File: src/rtl/quad_encoder_bank.sv
`default_nettype none
// +----------------------------------------------------------------------------+
// | Module   : quad_encoder_bank                                               |
// | Purpose  : Bank of NUM_CH independent quadrature decoders. Each channel    |
// |            synchronises its raw A/B pins, debounces them and decodes Gray  |
// |            steps (x4 or x1) into a WIDTH-bit position that wraps or        |
// |            saturates, with a step strobe, direction flag and sticky error. |
// | Ports    : clk_i      system clock, all logic on posedge                    |
// |            reset_i    asynchronous active-high reset                        |
// |            a_i, b_i   raw encoder pins per channel (asynchronous)           |
// |            clear_i    per-channel synchronous clear of the position         |
// |            err_clr_i  clears every sticky error bit                         |
// |            value_o    packed positions, channel i at [i*WIDTH +: WIDTH]     |
// |            step_o     one-cycle strobe per counted step                     |
// |            dir_o      direction of the last counted step (1 = up)          |
// |            err_o      sticky illegal-transition flag                        |
// | Revision : 1.0  initial release                                            |
// +----------------------------------------------------------------------------+
module quad_encoder_bank #(
  parameter int NUM_CH     = 3,
  parameter int WIDTH      = 8,
  parameter int JUMP_VALUE = 1,
  parameter int DEBOUNCE   = 4,
  parameter bit X4         = 1'b1,
  parameter bit SATURATE   = 1'b0
) (
  input  logic                    clk_i,
  input  logic                    reset_i,
  input  logic [NUM_CH-1:0]       a_i,
  input  logic [NUM_CH-1:0]       b_i,
  input  logic [NUM_CH-1:0]       clear_i,
  input  logic                    err_clr_i,
  output logic [NUM_CH*WIDTH-1:0] value_o,
  output logic [NUM_CH-1:0]       step_o,
  output logic [NUM_CH-1:0]       dir_o,
  output logic [NUM_CH-1:0]       err_o
);

  localparam int             c_CNT_W = (DEBOUNCE > 1) ? $clog2(DEBOUNCE) : 1;
  localparam logic [WIDTH:0] c_JUMP  = (WIDTH+1)'(JUMP_VALUE);

  // Map a {A,B} Gray state to its position around the forward cycle
  // 00 -> 10 -> 11 -> 01, so a step is the modulo-4 position difference.
  function automatic logic [1:0] gray_pos(input logic [1:0] ab);
    return {ab[0], ab[1] ^ ab[0]};
  endfunction

  // Shared priming counter: for the first three cycles after reset the
  // filtered and previous states follow the synchroniser directly, so an
  // encoder resting at a non-zero detent never produces a spurious step.
  logic [1:0] prime_q, prime_d;
  logic       w_priming;

  assign w_priming = (prime_q != 2'd3);
  assign prime_d   = w_priming ? prime_q + 2'd1 : prime_q;

  always_ff @(posedge clk_i or posedge reset_i) begin
    if (reset_i) prime_q <= 2'd0;
    else         prime_q <= prime_d;
  end

  for (genvar g = 0; g < NUM_CH; g++) begin : g_ch
    // Pin pairs are kept as {A,B}.
    logic [1:0]              sync1_q, sync2_q;
    logic [1:0]              filt_q, filt_d;
    logic [1:0]              prev_q, prev_d;
    logic [1:0][c_CNT_W-1:0] cnt_q, cnt_d;
    logic [WIDTH-1:0]        val_q, val_d;
    logic                    step_q, step_d;
    logic                    dir_q, dir_d;
    logic                    err_q, err_d;
    logic [1:0]              w_delta;
    logic                    w_fwd, w_rev, w_ill;
    logic [WIDTH:0]          w_inc, w_dec;

    // Debounce: a pin's filtered bit follows the synchronised bit only after
    // the two have disagreed for DEBOUNCE consecutive cycles.
    always_comb begin
      filt_d = filt_q;
      cnt_d  = cnt_q;
      prev_d = w_priming ? sync2_q : filt_q;
      if (w_priming) begin
        filt_d = sync2_q;
        cnt_d  = '0;
      end else begin
        for (int p = 0; p < 2; p++) begin
          if (sync2_q[p] == filt_q[p]) begin
            cnt_d[p] = '0;
          end else if (cnt_q[p] == c_CNT_W'(DEBOUNCE - 1)) begin
            filt_d[p] = sync2_q[p];
            cnt_d[p]  = '0;
          end else begin
            cnt_d[p] = cnt_q[p] + c_CNT_W'(1);
          end
        end
      end
    end

    // Decode: +1 position is forward, -1 is reverse, +2 means both pins were
    // accepted together and the direction is unknowable.
    assign w_delta = gray_pos(filt_q) - gray_pos(prev_q);
    assign w_ill   = !w_priming && (w_delta == 2'd2);
    assign w_fwd   = !w_priming && (w_delta == 2'd1) && (X4 || (filt_q == 2'b00));
    assign w_rev   = !w_priming && (w_delta == 2'd3) && (X4 || (filt_q == 2'b00));
    assign w_inc   = {1'b0, val_q} + c_JUMP;
    assign w_dec   = {1'b0, val_q} - c_JUMP;

    always_comb begin
      val_d  = val_q;
      step_d = 1'b0;
      dir_d  = dir_q;
      // A new illegal transition outranks a simultaneous clear request.
      err_d  = (err_q && !err_clr_i) || w_ill;
      if (clear_i[g]) begin
        val_d = '0;
      end else if (w_fwd) begin
        step_d = 1'b1;
        dir_d  = 1'b1;
        val_d  = (SATURATE && w_inc[WIDTH]) ? '1 : w_inc[WIDTH-1:0];
      end else if (w_rev) begin
        step_d = 1'b1;
        dir_d  = 1'b0;
        // Bit WIDTH of the difference is the borrow out of the subtraction.
        val_d  = (SATURATE && w_dec[WIDTH]) ? '0 : w_dec[WIDTH-1:0];
      end
    end

    always_ff @(posedge clk_i or posedge reset_i) begin
      if (reset_i) begin
        sync1_q <= 2'b00;
        sync2_q <= 2'b00;
        filt_q  <= 2'b00;
        prev_q  <= 2'b00;
        cnt_q   <= '0;
        val_q   <= '0;
        step_q  <= 1'b0;
        dir_q   <= 1'b0;
        err_q   <= 1'b0;
      end else begin
        sync1_q <= {a_i[g], b_i[g]};
        sync2_q <= sync1_q;
        filt_q  <= filt_d;
        prev_q  <= prev_d;
        cnt_q   <= cnt_d;
        val_q   <= val_d;
        step_q  <= step_d;
        dir_q   <= dir_d;
        err_q   <= err_d;
      end
    end

    assign value_o[g*WIDTH +: WIDTH] = val_q;
    assign step_o[g]                 = step_q;
    assign dir_o[g]                  = dir_q;
    assign err_o[g]                  = err_q;
  end

endmodule
`default_nettype wire
File: config.mk
export PLATFORM = sky130hd
export DESIGN_NAME = quad_encoder_bank
export DESIGN_NICKNAME = d
export VERILOG_FILES = /design/src/rtl/quad_encoder_bank.sv
export SDC_FILE = /design/constraint.sdc
export NUM_CORES = 1
export LEC_CHECK = 0
export BUFFER_PORTS_ARGS = -buffer_cell sky130_fd_sc_hd__buf_2
export CORE_MARGIN = 8
export CORE_UTILIZATION = 30
export CTS_CLUSTER_DIAMETER = 200
export DETAILED_ROUTE_END_ITERATION = 16
export HOLD_SLACK_MARGIN = 0.05
export SLEW_MARGIN = 15
export SYNTH_ARGS = -nofsm -noshare
export SYNTH_HDL_FRONTEND = slang
export SYNTH_SLANG_ARGS = --single-unit
File: constraint.sdc
create_clock -name clk_i -period 7.6 [get_ports clk_i]
set_input_delay 0 -clock clk_i [delete_from_list [all_inputs] [get_ports clk_i]]
set_output_delay 0 -clock clk_i [all_outputs]
set_load 0.01 [all_outputs]
==> reports/results.env <==
INITIAL_ANTENNA_VIOLATION_COUNT=0
SYNTHMUXAREASHARE_PCT=6.12
YOSYS_WARNINGS=0
NETLIST_TOP_CELLS_AREA='dfrtp_1, ha_1, xnor2_1'
FLOORPLAN.CORE_AREA_UM2=12400
OUTCOME='finished, final reports clean'
SYNTH.NET_COUNT=390
SYNTHDISTINCTLIBCELLS=44
SLEW_HEADROOM_PCT=40.5
TIMING_WORST_SETUP_PATH_TYPE='register to register'
PATH_CLK_SLEW_PS=60
FINAL-MAX-SLEW-VIOLATION-COUNT=0
YOSYS.AREA_SHARE.ADDER_PCT=10.9
XOR_XNOR_SHARE_OF_THE_SYNTHESIZED_AREA_PCT=6.52
DRTITER0DRC=150
CTS-HTREE-LEVELS=3
LAYOUT.CELLS.MOST_COMMON_LIST='dfrtp_1, buf_2, ha_1'
CRITICAL_PATH_ARRIVAL_PS=3560
CP-START-KIND='register'
GRT_MAX_DEGREE=72
TOPROUTINGLAYERUSED='met4'
GRT_UTIL_ALL_LAYERS_PCT=9.82
WORST_PATH_MAX_DELAY_CELL='or2_4'
FINALSETUPTNS_PS=0
CRITICAL-PATH-TOP-CELL-BY-COUNT='ha_1'
FP.DIEW_UM=128
SETUP.WORST_PATH.END_CLASS='register'
LAYOUT_MIN_CYCLE_TIME_PS=3350
POSTCTSSETUPREPAIRBUFS=0
AREA.GROWTH.SYNTH_TO_FINAL_PCT=20.0
NNETSFINAL=440
SYNTH.AVG_CELL_AREA_UM2=10.8
DRIVE_ABOVE_1_SHARE_PCT=20.9
HOLDBUFCOUNTCTS=11
ROUTABILITYCONGESTION=0.774
ROUTE.DETAILED.VIAS_PER_INST=4.49
SYNTH_AREA_LEADER='dfrtp_1'
FINALCRITPERIODSHARE_PCT=44.0
RSZ_0062_RAISED_AFTER_GLOBAL_ROUTING='no'
MOSTFREQUENTLAYOUTCELL='dfrtp_1'
LARGEST_STAGE_DELAY_ON_THE_CRITICAL_PATH_PS=420
CTS.REPAIR.RESIZED=0
DIE_AREA_UM2=16400
POST_DETAIL_PLACE_HPWL_MM=5.23
WIRELENGTH_MET1_MM=3.41
CLOCK-ROOT-BUFFER='clkbuf_16'
ANTENNA_CELL_COUNT=0
DR_TOTAL_VIAS=2580
CTS_TREE='built'
YS_SEQ_ELEMENTS=71
YOSYSSEQAREASHARE_PCT=47.2
CP_CELL_SEQUENCE='ha_1, buf_4, nand2b_1, or2_4, ha_1, a21o_1, a31o_2, a21oi_2, mux2i_1, mux2_1'
DRT_WL_TOTAL_MM=7.22
IO_BUFFERS=44
DRT_PRE_ANTENNA_ITERS=4
CTS_BUFFERS=9
LARGEST_FAMILY_OF_LOGIC_CELLS_BY_SYNTHESIZED_AREA='simple AND/OR/NAND/NOR gates'
FIN_SKEW_PS=8.27
FLOORPLAN.ROWS=41
IOS=45
TIGHTEST_SLEW_PS=892
CLOCK_TREE.BUFFER_DEPTH=2
OVERFLOW=0
SYNTHSIMPLEGATEAREAFRAC_PCT=14.1
POST_SYNTH_INST_COUNT=347
ROUTED_ANTENNA_NETS=0
WORST-ENDPOINT-REQUIRED_PS=7810
DETAIL_ROUTE.DRC_VIOLATIONS=0
MIN_PATH_TYPE='input port to register'
SYNTH_COMPOUND_GATE_AREA_SHARE_PCT=10.1
ROUTED_WIRE_LENGTH_PER_INSTANCE_UM=12.6
NETLIST.AREA_LEADER.SHARE_PCT=47.2
SETUP_VIOL_COUNT_FINAL=0
VIA_COUNT_OF_THE_FIRST_GLOBAL_ROUTING_PASS=2755
CAP_VIOLATIONS=0
CLKLATENCYLATEPIN_PS=330
MET2_WIRELENGTH_MM=3.31
FMAXACHIEVABLE_GHz=0.299
ROUTED-WL-MET3_UM=405
HOLD_VIOL=0
GRT_PASS1_WL_MM=13.0
INITIAL_CORE_UTIL_PCT=30.3
NETLIST_AREA_UM2=3760
TRITONCTS_NUM_SINKS=71
FLOORPLAN_DIE_HEIGHT_UM=128
CRITICAL_PATH.MAX_FANOUT=19
==> worst max-delay path: cells and delay by family, from the launching register on <==
kind                       cells  cell delay [ps]
and+or+nand+nor                2              780
adders and majority gates      2              680
AOI/OAI and AO/OA              3              550
muxes                          2              540
DFF                            1              370
buffers and inverters          1              300
==> layout make-up <==
cell class | instances | area [um2]
multi-input combinational | 237 | 1800
clock inverter | 7 | 73.8
inverter | 21 | 78.8
clock buffer | 9 | 225
tap | 172 | 215
fill | 1295 | 7900
sequential | 71 | 1780
timing repair buffer | 57 | 345
==> cell usage after synthesis, drive strengths merged <==
master	number
nor4b	2
a21boi	3
mux2	16
nand3	6
nor3b	5
nor3	11
and4	3
o31ai	1
o21ai	7
ha	28
and3	3
a211oi	1
o21a	3
nor2	26
or2	3
inv	21
a31o	3
a22o	2
a21o	7
o211ai	6
clkbuf	4
a32oi	1
nor2b	11
a31oi	5
or3	2
fa	3
xnor2	20
buf	14
nand4	1
dfrtp	71
nand2b	11
a21oi	17
mux2i	5
and2	1
xor2	8
nand2	16
==> layer usage <==
layer	track usage [%]	up-vias
met5	0	-
met4	5.17	0
met3	3.20	5
met2	15.2	34
met1	11.9	1245
li1	-	1296
==> logic make-up after synthesis <==
group / Yosys count
XOR/XNOR: 28
AO/OA/AOI/OAI: 56
AND/OR/NAND/NOR: 101
flip-flops: 71
buffers and inverters: 39
adder cells (fa/ha/maj): 31
multiplexers: 21
==> flip-flops by register name, summed over array words and instances (netlist names) <==
register	count
g_ch.err_q	3
g_ch.val_q	24
g_ch.filt_q	6
g_ch.cnt_q	12
g_ch.sync2_q	6
g_ch.prev_q	6
g_ch.dir_q	3
g_ch.step_q	3
g_ch.sync1_q	6
prime_q	2
==> path summary, 6_finish.rpt <==
| path | startpoint | end | slack [ps] | cells past startpoint |
|---|---|---|---|---|
| worst max-delay path | prime_q[0] | g_ch[0].val_q[7] | 4250 | 10 |
| worst min-delay path | b_i[2] | g_ch[2].sync1_q[0] | 310 | 2 |
| worst max register to register | prime_q[0] | g_ch[0].val_q[7] | 4250 | 10 |
| worst min register to register | g_ch[0].sync1_q[1] | g_ch[0].sync2_q[1] | 350 | 0 |
| max in group asynchronous | reset_i | g_ch[2].val_q[1] | 6530 | 4 |
| min in group asynchronous | reset_i | g_ch[1].val_q[4] | 500 | 4 |
==> metrics by stage <==
| stage | std cells | util, % | worst slack [ps] | hold WS (ps) | area (um2) |
|---|---|---|---|---|---|
| 4_1_cts | 574 | 36.4 | 4230 | 298 | 4510 |
| 3_5_place_dp | 547 | 33.1 | 4230 | 109 | 4100 |
| 6_report | 574 | 36.4 | 4250 | 310 | 4510 |
| 5_1_grt | 574 | 36.4 | 3990 | 295 | 4510 |
| 3_3_place_gp | 547 | 33.1 | 4320 | 112 | 4100 |
| 2_1_floorplan | 347 | - | 4670 | 31.4 | 3760 |
Power is left out: the tool's default activity adds up to more than one toggle a clock period on the data nets, which glitch-free logic cannot reach.
